--- src/rtl/serial_disp_rx.sv ---
// Receiver for a display/LED style serial shifter (clock, data, latch, clear).
// Inputs are synchronized to clk, and each latched frame is presented on pdata with a one-cycle data_valid.
module serial_disp_rx #(
    parameter int WIDTH  = 16,
    parameter bit INVERT = 1'b1
) (
    input  logic             clk,
    input  logic             RSTN,
    input  logic             s_clk,
    input  logic             s_dat,
    input  logic             s_pen,
    input  logic             s_clrn,
    output logic [WIDTH-1:0] pdata,
    output logic             data_valid,
    output logic             frame_err,
    output logic [5:0]       bit_cnt,
    output logic             busy
);

    typedef enum logic [1:0] {IDLE, SHIFT, FULL, OVER} state_t;

    logic sclk_p0, sclk_p1, sclk_p2, sclk_evt_p3;
    logic pen_p0, pen_p1, pen_p2, pen_evt_p3;
    logic dat_p0, dat_p1;
    logic clrn_p0, clrn_p1;

    logic [WIDTH-1:0] shreg;
    state_t           state;

    logic [WIDTH-1:0] shreg_sh, shreg_now;
    logic [5:0]       cnt_sh;
    state_t           state_sh, state_now;

    function automatic logic [5:0] sat_inc(input logic [5:0] c);
        return (c == 6'd63) ? c : c + 6'd1;
    endfunction

    function automatic logic [WIDTH-1:0] polarity(input logic [WIDTH-1:0] v);
        return INVERT ? ~v : v;
    endfunction

    // Stage p0/p1: two-flop synchronizers; p2: delayed copy; p3: registered edge pulses
    always_ff @(posedge clk) begin
        if (!RSTN) begin
            sclk_p0     <= 1'b0;
            sclk_p1     <= 1'b0;
            sclk_p2     <= 1'b0;
            sclk_evt_p3 <= 1'b0;
            pen_p0      <= 1'b0;
            pen_p1      <= 1'b0;
            pen_p2      <= 1'b0;
            pen_evt_p3  <= 1'b0;
            dat_p0      <= 1'b0;
            dat_p1      <= 1'b0;
            clrn_p0     <= 1'b0;
            clrn_p1     <= 1'b0;
        end else begin
            sclk_p0     <= s_clk;
            sclk_p1     <= sclk_p0;
            sclk_p2     <= sclk_p1;
            sclk_evt_p3 <= sclk_p1 & ~sclk_p2;
            pen_p0      <= s_pen;
            pen_p1      <= pen_p0;
            pen_p2      <= pen_p1;
            pen_evt_p3  <= pen_p1 & ~pen_p2;
            dat_p0      <= s_dat;
            dat_p1      <= dat_p0;
            clrn_p0     <= s_clrn;
            clrn_p1     <= clrn_p0;
        end
    end

    // Post-shift view of the frame, so a latch coinciding with a shift captures the new bit
    always_comb begin
        shreg_sh = (shreg << 1) | WIDTH'(dat_p1);
        cnt_sh   = sat_inc(bit_cnt);
        state_sh = state;
        case (state)
            IDLE:    state_sh = (WIDTH == 1) ? FULL : SHIFT;
            SHIFT:   state_sh = (cnt_sh == 6'(WIDTH)) ? FULL : SHIFT;
            FULL:    state_sh = OVER;
            default: state_sh = OVER;
        endcase
        shreg_now = sclk_evt_p3 ? shreg_sh : shreg;
        state_now = sclk_evt_p3 ? state_sh : state;
    end

    // Stage p4: frame FSM and output registers; clear has priority over latch and shift
    always_ff @(posedge clk) begin
        if (!RSTN) begin
            shreg      <= '0;
            bit_cnt    <= 6'd0;
            state      <= IDLE;
            busy       <= 1'b0;
            pdata      <= '0;
            data_valid <= 1'b0;
            frame_err  <= 1'b0;
        end else begin
            data_valid <= 1'b0;
            if (!clrn_p1) begin
                shreg   <= '0;
                bit_cnt <= 6'd0;
                state   <= IDLE;
                busy    <= 1'b0;
            end else if (pen_evt_p3) begin
                pdata      <= polarity(shreg_now);
                frame_err  <= (state_now != FULL);
                data_valid <= 1'b1;
                shreg      <= '0;
                bit_cnt    <= 6'd0;
                state      <= IDLE;
                busy       <= 1'b0;
            end else if (sclk_evt_p3) begin
                shreg   <= shreg_sh;
                bit_cnt <= cnt_sh;
                state   <= state_sh;
                busy    <= 1'b1;
            end
        end
    end

endmodule

--- config.mk ---
export PLATFORM = sky130hd
export DESIGN_NAME = serial_disp_rx
export DESIGN_NICKNAME = d
export VERILOG_FILES = /design/src/rtl/serial_disp_rx.sv
export SDC_FILE = /design/constraint.sdc
export NUM_CORES = 1
export LEC_CHECK = 0
export BUFFER_PORTS_ARGS = -buffer_cell sky130_fd_sc_hd__buf_2
export CAP_MARGIN = 30
export CORE_UTILIZATION = 52
export CTS_BUF_LIST = sky130_fd_sc_hd__clkbuf_4
export DETAILED_ROUTE_END_ITERATION = 6
export GPL_TIMING_DRIVEN = 0
export PLACE_DENSITY = 0.77
export REMOVE_ABC_BUFFERS = 1
export SLEW_MARGIN = 20
export SYNTH_ARGS = -nofsm -noshare
export SYNTH_HDL_FRONTEND = slang
export SYNTH_SLANG_ARGS = --single-unit
--- constraint.sdc ---
create_clock -name clk -period 1.5 [get_ports clk]
set_input_delay 0.225 -clock clk [delete_from_list [all_inputs] [get_ports clk]]
set_output_delay 0.225 -clock clk [all_outputs]
set_load 0.02 [all_outputs]
==> results of run 1 <==
==> kinds of logic after synthesis <==
family,after synthesis,synth area share
flip-flops,55,0.555
adder cells (fa/ha/maj),1,0.00631
multiplexers,18,0.0909
XOR/XNOR,3,0.0133
AND/OR/NAND/NOR,92,0.211
buffers and inverters,13,0.0284
AO/OA/AOI/OAI,25,0.0953
==> worst max path at each step <==
stage,to,cells past startpoint
floorplan,bit_cnt[1]$_SDFFE_PP0P_,3
global placement,bit_cnt[1]$_SDFFE_PP0P_,3
detailed placement,state[1]$_SDFF_PP0_,3
CTS,frame_err$_SDFFE_PN0P_,4
global route,state[1]$_SDFF_PP0_,5
finish,state[1]$_SDFF_PP0_,5
==> Yosys cell counts (all sizes together) <==
library cell	instances
and2	12
inv	1
nand2	39
a21oi	2
a21boi	16
nand4	4
xnor2	2
o21ba	1
xor2	1
a211oi	1
and3	2
and4	1
a21o	1
nand3b	1
o21ai	2
nor2b	2
buf	4
nor3	4
dfxtp	55
ha	1
nand3	2
mux2i	18
nor2	25
clkbuf	8
a2111oi	1
a2bb2oi	1
==> power groups by stage <==
| stage | clock network, mW | registers, mW | logic, mW |
|---|---|---|---|
| 3_5_place_dp | 0 | 1.52 | 0.0605 |
| 4_1_cts | 0.795 | 1.49 | 0.0620 |
| 2_1_floorplan | 0 | 1.52 | 0.0282 |
| 3_3_place_gp | 0 | 1.52 | 0.0544 |
| 6_report | 0.775 | 1.48 | 0.0611 |
| 5_1_grt | 0.861 | 1.48 | 0.0676 |
==> routing by layer <==
layer	wire, um	GRT usage	up-vias
li1	-	-	748
met1	1600	0.223	707
met3	155	0.0643	6
met4	64	0.0852	0
met2	1730	0.327	39
met5	0	0	-
==> area by class of cell <==
cell class | instances | share of cell area
clock inverter | 2 | 0.0161
timing repair buffer | 36 | 0.0871
multi-input combinational | 140 | 0.372
clock buffer | 5 | 0.0161
inverter | 1 | 0.00161
sequential | 55 | 0.481
tap | 48 | 0.0258
==> stage by stage <==
stage / worst slack, ns / cell area, sq um
after floorplan: -0.176 / 1930
after global placement: -0.504 / 2140
after detailed placement: -0.388 / 2160
after CTS: 0.00965 / 2260
after global routing: -0.0159 / 2330
final: 0.0501 / 2330
==> placed cells by master, fill, tap and decap left out <==
| cell | n |
|---|---|
| nor3_1 | 4 |
| nand4_1 | 4 |
| bufinv_16 | 1 |
| a21o_1 | 1 |
| a21oi_1 | 2 |
| o21ba_1 | 1 |
| a211oi_1 | 1 |
| and3_1 | 1 |
| dfxtp_2 | 2 |
| clkbuf_4 | 5 |
| nand3b_1 | 2 |
| inv_1 | 1 |
| nand2_4 | 1 |
| nor2b_1 | 2 |
| buf_4 | 5 |
| a21boi_0 | 15 |
| dfxtp_1 | 49 |
| buf_2 | 30 |
| nand3_1 | 2 |
| and3_4 | 1 |
| a2bb2oi_1 | 1 |
| ha_4 | 1 |
| mux2i_1 | 18 |
| nand2_1 | 38 |
| xor2_1 | 1 |
| clkinvlp_4 | 1 |
| and2_1 | 12 |
| and4_2 | 1 |
| o21ai_1 | 2 |
| a2111oi_4 | 1 |
| dfxtp_4 | 4 |
| buf_8 | 1 |
| a21boi_1 | 1 |
| xnor2_1 | 2 |
| nor2_1 | 25 |
==> timing repair <==
| action | 4_1_cts | 5_1_grt |
|---|---|---|
| endpoints found under the setup margin | 11 | 4 |
| pin swaps | 2 | 6 |
| setup buffers | 0 | 5 |
| resized for setup | 8 | 8 |
| hold endpoints to repair | 0 | 0 |
| gates cloned | 1 | 0 |
==> registers in the layout, summed over array words and instances (netlist names), 2 cells and up <==
name and count:
state 2, pdata 16, shreg 16, bit_cnt 6
==> reports/metrics.csv, run 1 <==
stage;metric;value;unit
status;status;complete, no violations;
timing;fmax;690;MHz
critical_path;cp.arrival;1.79;ns
yosys;synthesis.area;1980;sq um
die;die-area;4060;sq um
critical_path;worst-r2r-cell-count;5;
flow_run;maxCapViolations;0;
critical_path;cp-startpoint;bit_cnt[0]$_SDFFE_PP0P_;
die;fp.coreArea;3660;sq um
final_layout;drive_above_1_share;0.226;
timing;slew_violations;0;
grt;grt_max_degree;31;
power_and_ir_drop;peakVddDrop;0.000704;V
timing;setup_violations;0;
die;placementRows;22;
yosys;yosysWarnings;0;
power_and_ir_drop;power_frac_seq;0.639;
die;dieWidth;63.8;um
worst_hold_path;hold_depth;2;
die;ios;31;
yosys;synth_top_area_frac;0.555;
worst_hold_path;hp-class;input pin to register;
detailed_routing;viasPerCell;5.23;
die;start_util;0.542;
final_layout;antenna_cells;0;
critical_path;r2r_end;state[1]$_SDFF_PP0_;
critical_path;r2r-start;bit_cnt[0]$_SDFFE_PP0P_;
critical_path;worstPathCellList;ha_4, nand2_4, nand4_1, a2111oi_4, o21ba_1;
worst_hold_path;min_from;s_clk;
power_and_ir_drop;leakage;0.902;nW
final_layout;register_area;1120;sq um
grt;grt_pass1_wl;5820;um
timing;fin_crit_sh;0.967;
clock_network;htreeDepth;2;
yosys;ys_types;30;
clock_network;cts_tree;yes;
yosys;synthCells;207;
worst_hold_path;hold_end;sclk_p0$_SDFF_PN0_;
power_and_ir_drop;power.density;995;nW/um^2
placement;dpl.cell_count;274;
final_layout;multi_input_area;866;sq um
clock_network;path_clk_slew;0.15;ns
power_and_ir_drop;switchingPower;474;uW
critical_path;startpoint_type;register;
power_and_ir_drop;pwr-share-comb;0.026;
timing;hold_ws;0.0424;ns
clock_network;cts_buffers;5;
detailed_routing;detail-route-antenna-nets;0;
grt;antenna_found_initial;0;
critical_path;worstSetupEndpointType;register;
placement;gp_congestion;0.720;
grt;grt_pass1_vias;1275;
clock_network;holdBufCountCts;0;
timing;finClkSkew;0.0120;ns
critical_path;critPathKind;register to register;
detailed_routing;drc;0;
yosys;ys_seq_area_frac;0.555;
yosys;synth_area_leader_cell;dfxtp_1;
yosys;ys_ff_latch;55;
grt;overflow;0;
final_layout;instances_no_fill;287;
clock_network;clock_latency;0.37;ns
timing;fin_crit;1.45;ns
die;die_h;63.8;um
detailed_routing;drtIter0Drc;81;
critical_path;worst-path-buf-inv;0;
final_layout;fillers;322;
final_layout;nNetsFinal;246;
final_layout;final_util;0.635;
timing;rsz0062_at_grt;true;
critical_path;cp_top_family;compound AO/OA/AOI/OAI gates;
critical_path;worstPathRequired;1.84;ns
clock_network;clockBufferDepth;2;
detailed_routing;drtPass1Iterations;4;
timing;worstMarginPinSlew;0.604;ns
yosys;syn_avg_cell_area;9.58;sq um
timing;tns;0;ns
detailed_routing;wire_per_inst;12.4;um
power_and_ir_drop;pwr-share-clk;0.335;
detailed_routing;num_vias;1500;
yosys;synth_area_leaders;dfxtp_1 (56%), mux2i_1 (9.1%), nand2_1 (7.4%);
detailed_routing;totalWireLength;3550;um
grt;grt_usage;0.194;
timing;slew_headroom;0.596;
placement;hpwlAfterDp;2160;um
critical_path;crit_slowest_cell;dfxtp_4;
clock_network;clock-root-buffer;clkbuf_4;
critical_path;crit_fanout;5;
power_and_ir_drop;finalPower;2.31;mW
critical_path;cpPeakStageDelay;0.40;ns
power_and_ir_drop;switching_share;0.205;
power_and_ir_drop;p_int;1.84;mW
critical_path;rrSetupSlack;0.05;ns
placement;io_buffers;30;
clock_network;clock_sinks;55;
timing;hold_viol_final;0;
final_layout;syn_to_final_growth;17.3;%
No activity file was read; power rests on OpenSTA's default activity.
==> run 2: changes to the inputs <==
- CORE_UTILIZATION: 52 -> 57
- MAX_ROUTING_LAYER: default -> met4
- PLACE_DENSITY: 0.77 -> 0.8
- clock period: 1.5 -> 1.4 ns (I/O delays scaled with it)
==> run 2 against run 1 <==
  * Worst setup slack got worse by 0.012 ns
  * Register-to-register slack barely moved
  * Total power rose by 7.1%
  * First-iteration DRC count fell by 16%
  * Clock skew fell by 0.0053 ns
  * Worst hold slack got worse by 0.0090 ns
  * Final cell count rose by 1.7%
  * Combinational power rose by 19%
  * Count of clock-buffer cells in the layout did not move
==> reports/metrics.csv, run 2 (synthesis gave the netlist of run 1 again) <==
stage;metric;value;unit;change
status;status;complete, no violations;;
final_layout;fillers;277;;-14%
critical_path;crit_slowest_cell;a2111oi_4;;
grt;grt_pass1_vias;1282;;+0.55%
timing;setup_violations;0;;unchanged
power_and_ir_drop;switching_share;0.204;;-0.000962
die;fp.coreArea;3340;sq um;-8.9%
critical_path;worstPathRequired;1.73;ns;-0.11 ns
placement;dpl.cell_count;272;;-0.73%
final_layout;multi_input_area;867;sq um;+0.14%
die;placementRows;21;;-4.5%
worst_hold_path;hold_depth;2;;unchanged
grt;antenna_found_initial;0;;unchanged
die;dieWidth;61.0;um;-4.3%
placement;hpwlAfterDp;2120;um;-2.2%
placement;dpl_cell_area;2150;sq um;-0.12%
placement;io_buffers;30;;unchanged
clock_network;clockBufferDepth;2;;unchanged
clock_network;htreeDepth;2;;unchanged
flow_run;maxCapViolations;0;;unchanged
detailed_routing;drtPass1Iterations;4;;unchanged
timing;fmax;734;MHz;+6.5%
detailed_routing;drc;0;;unchanged
final_layout;nNetsFinal;252;;+2.4%
timing;fin_crit_sh;0.973;;+0.00619
die;die-area;3720;sq um;-8.5%
placement;gp_congestion;0.776;;+7.8%
critical_path;cp.arrival;1.69;ns;-0.10 ns
power_and_ir_drop;p_int;1.97;mW;+7.2%
power_and_ir_drop;pwr-share-comb;0.029;;+0.003
clock_network;cts_tree;yes;;
final_layout;finalInstanceArea;2390;sq um;+2.7%
detailed_routing;wire_per_inst;12.3;um;-0.61%
timing;fin_crit;1.36;ns;-0.0880 ns
final_layout;antenna_cells;0;;unchanged
final_layout;register_area;1120;sq um;+0.45%
timing;rsz0062_at_grt;true;;
final_layout;syn_to_final_growth;20.4;%;
critical_path;worst-r2r-cell-count;4;;-1
timing;slew_headroom;0.611;;+0.0147
timing;worstMarginPinSlew;0.582;ns;-0.0220 ns
power_and_ir_drop;peakVddDrop;0.000829;V;+18%
die;start_util;0.594;;+0.0526
final_layout;drive_above_1_share;0.248;;+0.0220
power_and_ir_drop;power_frac_seq;0.637;;-0.002
timing;finClkSkew;0.00665;ns;-0.00535 ns
grt;grt_max_degree;31;;unchanged
final_layout;mostFrequentLayoutCell;dfxtp_1;;
power_and_ir_drop;leakage;0.942;nW;+4.4%
critical_path;cpPeakStageDelay;0.41;ns;about the same
grt;overflow;0;;unchanged
worst_hold_path;hp-class;input pin to register;;
clock_network;cts_buffers;5;;unchanged
critical_path;worstPathCellList;and3_4, a21o_1, a2111oi_4, o21ba_1;;
clock_network;path_clk_slew;0.14;ns;about the same
grt;grt_usage;0.214;;+0.0201
power_and_ir_drop;pwr-share-clk;0.334;;about the same
final_layout;instances_no_fill;292;;+1.7%
power_and_ir_drop;switchingPower;506;uW;+6.6%
grt;grt_pass1_wl;5600;um;-3.9%
clock_network;clock_sinks;55;;unchanged
critical_path;startpoint_type;register;;
detailed_routing;drtIter0Drc;68;;-16%
final_layout;reg_top3;pdata: 16 flops, shreg: 16 flops, bit_cnt: 6 flops;;
die;ios;31;;unchanged
critical_path;worstSetupEndpointType;register;;
power_and_ir_drop;power.density;1040;nW/um^2;+4.3%
detailed_routing;num_vias;1465;;-2.3%
detailed_routing;detail-route-antenna-nets;0;;unchanged
critical_path;critPathKind;register to register;;
timing;hold_viol_final;0;;unchanged
final_layout;most-common-layout-cells;dfxtp_1 (49), nand2_1 (38), buf_2 (30);;
critical_path;crit_fanout;5;;unchanged
timing;slew_violations;0;;unchanged
clock_network;clock_latency;0.37;ns;about the same
clock_network;holdBufCountCts;0;;unchanged
detailed_routing;totalWireLength;3590;um;+1.1%
clock_network;clock-root-buffer;clkbuf_4;;
final_layout;final_util;0.716;;+0.0804
die;die_h;61.0;um;-4.3%
detailed_routing;viasPerCell;5.02;;-4.0%
## run 2: cell count changes in the layout (fill, tap and decap cells not counted)
cell / before / now
buf_12: 0 / 1
dfxtp_4: 4 / 6
clkinv_2: 0 / 1
buf_4: 5 / 10
and2_2: 0 / 1
clkinvlp_4: 1 / 0
dfxtp_2: 2 / 0
clkinv_1: 0 / 1
and2_1: 12 / 11
## run 2: path summary, 6_finish.rpt
check	start	to	slack (ns)
hold reg to reg	sclk_p2$_SDFF_PN0_	sclk_evt_p3$_SDFF_PN0_	0.39
setup reg to reg	bit_cnt[1]$_SDFFE_PP0P_	state[1]$_SDFF_PP0_	0.04
setup / recovery	bit_cnt[1]$_SDFFE_PP0P_	state[1]$_SDFF_PP0_	0.04
hold / removal	s_pen	pen_p0$_SDFF_PN0_	0.03
## run 2: metrics by stage
stage	power [mW]	setup WS, ns	TNS, ns	hold slack (ns)
final	2.48	0.0381	0	0.0334
after global routing	2.55	-0.0536	-0.147	0.0257
after CTS	2.49	-0.0265	-0.0265	0.0260
after detailed placement	1.69	-0.489	-10.0	0.383
after global placement	1.69	-0.605	-13.82	0.371
after floorplan	1.66	-0.276	-2.55	0.332
## run 2: what timing repair did
action,4_1_cts,5_1_grt
setup endpoints to repair,36,6
cloned,1,0
buffers inserted,6,5
gates resized for setup,13,6
pin swaps,6,7
## run 2: power groups by stage
| stage | Clock [mW] | Combinational, mW | Sequential [mW] |
|---|---|---|---|
| 2_1_floorplan | 0 | 0.0302 | 1.63 |
| 3_3_place_gp | 0 | 0.0579 | 1.63 |
| 3_5_place_dp | 0 | 0.0645 | 1.63 |
| 4_1_cts | 0.835 | 0.0710 | 1.59 |
| 5_1_grt | 0.890 | 0.0809 | 1.58 |
| 6_report | 0.827 | 0.0730 | 1.58 |
## run 2: layout make-up
cell class,count,share of cell area
clock buffer,5,0.0157
clock inverter,3,0.0162
inverter,1,0.00157
multi-input combinational,140,0.363
sequential,55,0.470
tap,46,0.0241
timing repair buffer,42,0.109
## run 2: critical path, delay by kind of cell, from the launching register on
family | cells | cell delay [ns]
simple gates | 1 | 0.19
flops | 1 | 0.39
compound gates | 3 | 0.75
## run 2: layer usage
metal | GRT usage | wire, um | share of wire
met1 | 0.247 | 1650 | 0.46
met2 | 0.361 | 1760 | 0.49
met3 | 0.0533 | 124 | 0.035
met4 | 0.0779 | 59 | 0.016
met5 | - | 0 | 0
==> run 3: changes to the inputs <==
- REMOVE_ABC_BUFFERS: 1 -> default
- SETUP_SLACK_MARGIN: default -> 0.15
==> run 3 against run 2 <==
  * The run now ends with setup timing left
  * Clock power fell by 14%
  * Sequential cell count unchanged
  * Worst setup slack lost 0.087 ns
  * Fmax shrank 6.0%
  * Final cell count increased by 3.4%
  * Combinational power is 25% higher
  * Clock skew up 0.0094 ns
  * Largest cell class unchanged
  * Highest routed layer unchanged
==> reports/metrics.csv, run 3 (synthesis gave the netlist of run 1 again) <==
stage;metric;value;unit;change
status;status;finished with violations;;
status;violations;setup timing;;
clock_network;clock_latency;0.37;ns;about the same
yosys;syn-num-nets;214;;
detailed_routing;drtIter0Drc;91;;+34%
clock_network;clockBufferDepth;2;;unchanged
timing;rsz0062_at_grt;true;;
timing;worstMarginPinSlew;0.359;ns;-0.224 ns
flow_run;maxCapViolations;0;;unchanged
grt;grt_pass1_wl;5500;um;-1.7%
detailed_routing;totalWireLength;3970;um;+11%
power_and_ir_drop;pwr-share-clk;0.297;;-0.037
grt;antenna_found_initial;0;;unchanged
grt;overflow;0;;unchanged
power_and_ir_drop;pwr-share-comb;0.038;;+0.009
die;dieWidth;61.0;um;unchanged
clock_network;htreeDepth;2;;unchanged
power_and_ir_drop;leakage;1.00;nW;+6.3%
timing;hold_viol_final;0;;unchanged
placement;gp_congestion;0.763;;-1.6%
die;die_h;61.0;um;unchanged
detailed_routing;top_layer;met4;;
clock_network;path_clk_slew;0.16;ns;+0.02 ns
grt;grt_pass1_vias;1313;;+2.4%
worst_hold_path;hp-class;input pin to register;;
power_and_ir_drop;switching_share;0.235;;+0.0311
die;fp.coreArea;3340;sq um;unchanged
detailed_routing;wire_per_inst;13.2;um;+7.0%
timing;finClkSkew;0.0160;ns;+0.00939 ns
critical_path;cpPeakStageDelay;0.45;ns;+0.04 ns
critical_path;crit_slowest_cell;a2111oi_4;;
clock_network;holdBufCountCts;0;;unchanged
critical_path;worstSetupEndpointType;register;;
power_and_ir_drop;p_int;1.82;mW;-7.7%
final_layout;final_util;0.781;;+0.0649
final_layout;drive_above_1_share;0.336;;+0.0880
placement;dp_slack;-0.0937;ns;+0.395 ns
timing;fin_crit_sh;1.03;;+0.0621
final_layout;syn_to_final_growth;31.4;%;
detailed_routing;met1Wirelength;1770;um;+7.5%
detailed_routing;dr_wl_met3;154;um;+24%
detailed_routing;viasPerCell;5.21;;+3.9%
power_and_ir_drop;peakVddDrop;0.000803;V;-3.2%
die;start_util;0.594;;unchanged
final_layout;reg_top3;pdata: 16 flops, shreg: 16 flops, bit_cnt: 6 flops;;
detailed_routing;wl_met2;2000;um;+14%
placement;hpwlAfterDp;2400;um;+13%
critical_path;critPathKind;register to register;;
power_and_ir_drop;power.density;914;nW/um^2;-12%
final_layout;nNetsFinal;262;;+4.0%
placement;io_buffers;30;;unchanged
timing;slew_violations;0;;unchanged
die;placementRows;21;;unchanged
detailed_routing;num_vias;1574;;+7.4%
detailed_routing;drtPass1Iterations;4;;unchanged
timing;fin_crit;1.45;ns;+0.0869 ns
power_and_ir_drop;switchingPower;560;uW;+11%
die;die-area;3720;sq um;unchanged
final_layout;most-common-layout-cells;dfxtp_1 (46), nand2_1 (37), buf_2 (28);;
critical_path;cp.arrival;1.78;ns;+0.09 ns
critical_path;startpoint_type;register;;
timing;fmax;690;MHz;-6.0%
die;ios;31;;unchanged
timing;setup_violations;3;;+3
final_layout;mostFrequentLayoutCell;dfxtp_1;;
timing;setup_ws;-0.0488;ns;-0.0869 ns
clock_network;cts_buffers;5;;unchanged
final_layout;fillers;213;;-23%
grt;grt_usage;0.213;;-0.00135
clock_network;clock_sinks;55;;unchanged
final_layout;antenna_cells;0;;unchanged
detailed_routing;detail-route-antenna-nets;0;;unchanged
critical_path;crit_fanout;4;;-1
detailed_routing;drc;0;;unchanged
critical_path;worstPathRequired;1.73;ns;about the same
timing;slew_headroom;0.761;;+0.150
critical_path;worstPathCellList;ha_4, nand2_4, nand4_1, a2111oi_4, o21ba_1;;
grt;grt_max_degree;19;;-39%
clock_network;cts_tree;yes;;
power_and_ir_drop;power_frac_seq;0.664;;+0.027
clock_network;clock-root-buffer;clkbuf_4;;
## run 3: cell count changes in the layout (fill, tap and decap cells not counted), sizes merged
cell / before / now
bufinv: 1 / 0
clkbuf: 5 / 12
clkinv: 2 / 0
inv: 1 / 2
clkinvlp: 0 / 2
nand3b: 2 / 1
buf: 42 / 46
## run 3: through the flow
stage | power (mW) | hold slack (ns) | instances | TNS (ns) | area [sq um]
after floorplan | 1.67 | 0.337 | 207 | 0 | 2030
after global placement | 1.69 | 0.374 | 283 | -0.860 | 2240
after detailed placement | 1.69 | 0.379 | 283 | -1.52 | 2240
after CTS | 2.38 | 0.0149 | 299 | -0.105 | 2430
after global routing | 2.46 | 0.0157 | 302 | -0.262 | 2610
final | 2.38 | 0.0275 | 302 | -0.0974 | 2610
## run 3: worst paths after layout
path                                start                      to  slack, ns  depth (start not counted)
setup / recovery  bit_cnt[1]$_SDFFE_PP0P_     state[1]$_SDFF_PP0_      -0.05                          5
hold reg to reg        sclk_p2$_SDFF_PN0_  sclk_evt_p3$_SDFF_PN0_       0.39                          1
setup reg to reg  bit_cnt[1]$_SDFFE_PP0P_     state[1]$_SDFF_PP0_      -0.05                          5
hold / removal                      s_pen       pen_p0$_SDFF_PN0_       0.03                          2
## run 3: final cells by class
cell class | count | area (sq um) | share of cell area
buffer | 12 | 111 | 0.0427
tap | 46 | 57.6 | 0.0221
timing repair buffer | 41 | 280 | 0.108
inverter | 1 | 3.75 | 0.00144
clock buffer | 5 | 37.5 | 0.0144
sequential | 55 | 1120 | 0.432
multi-input combinational | 139 | 966 | 0.371
clock inverter | 3 | 23.8 | 0.00913
## run 3: power groups by stage
stage	Combinational [mW]	Clock (mW)	Sequential, mW
2_1_floorplan	0.0457	0	1.62
3_3_place_gp	0.0719	0	1.62
3_5_place_dp	0.0727	0	1.62
4_1_cts	0.0776	0.720	1.58
5_1_grt	0.0999	0.773	1.59
6_report	0.0915	0.708	1.58
## run 3: worst max-delay path: cells and delay by family (launching register included)
family | cells | cell delay, ns
adders and majority gates | 1 | 0.16
DFF | 1 | 0.39
AOI/OAI and AO/OA | 2 | 0.62
and+or+nand+nor | 2 | 0.23
## run 3: what timing repair did
action | CTS | global route
setup buffers | 8 | 2
pin swaps | 7 | 5
setup endpoints to repair | 42 | 30
resized for setup | 24 | 36
cloned | 0 | 1
## run 3: per-layer routing
layer	up-vias	GRT usage
li1	784	-
met1	753	0.251
met2	30	0.342
met3	7	0.0640
met4	0	0.0812
met5	-	-
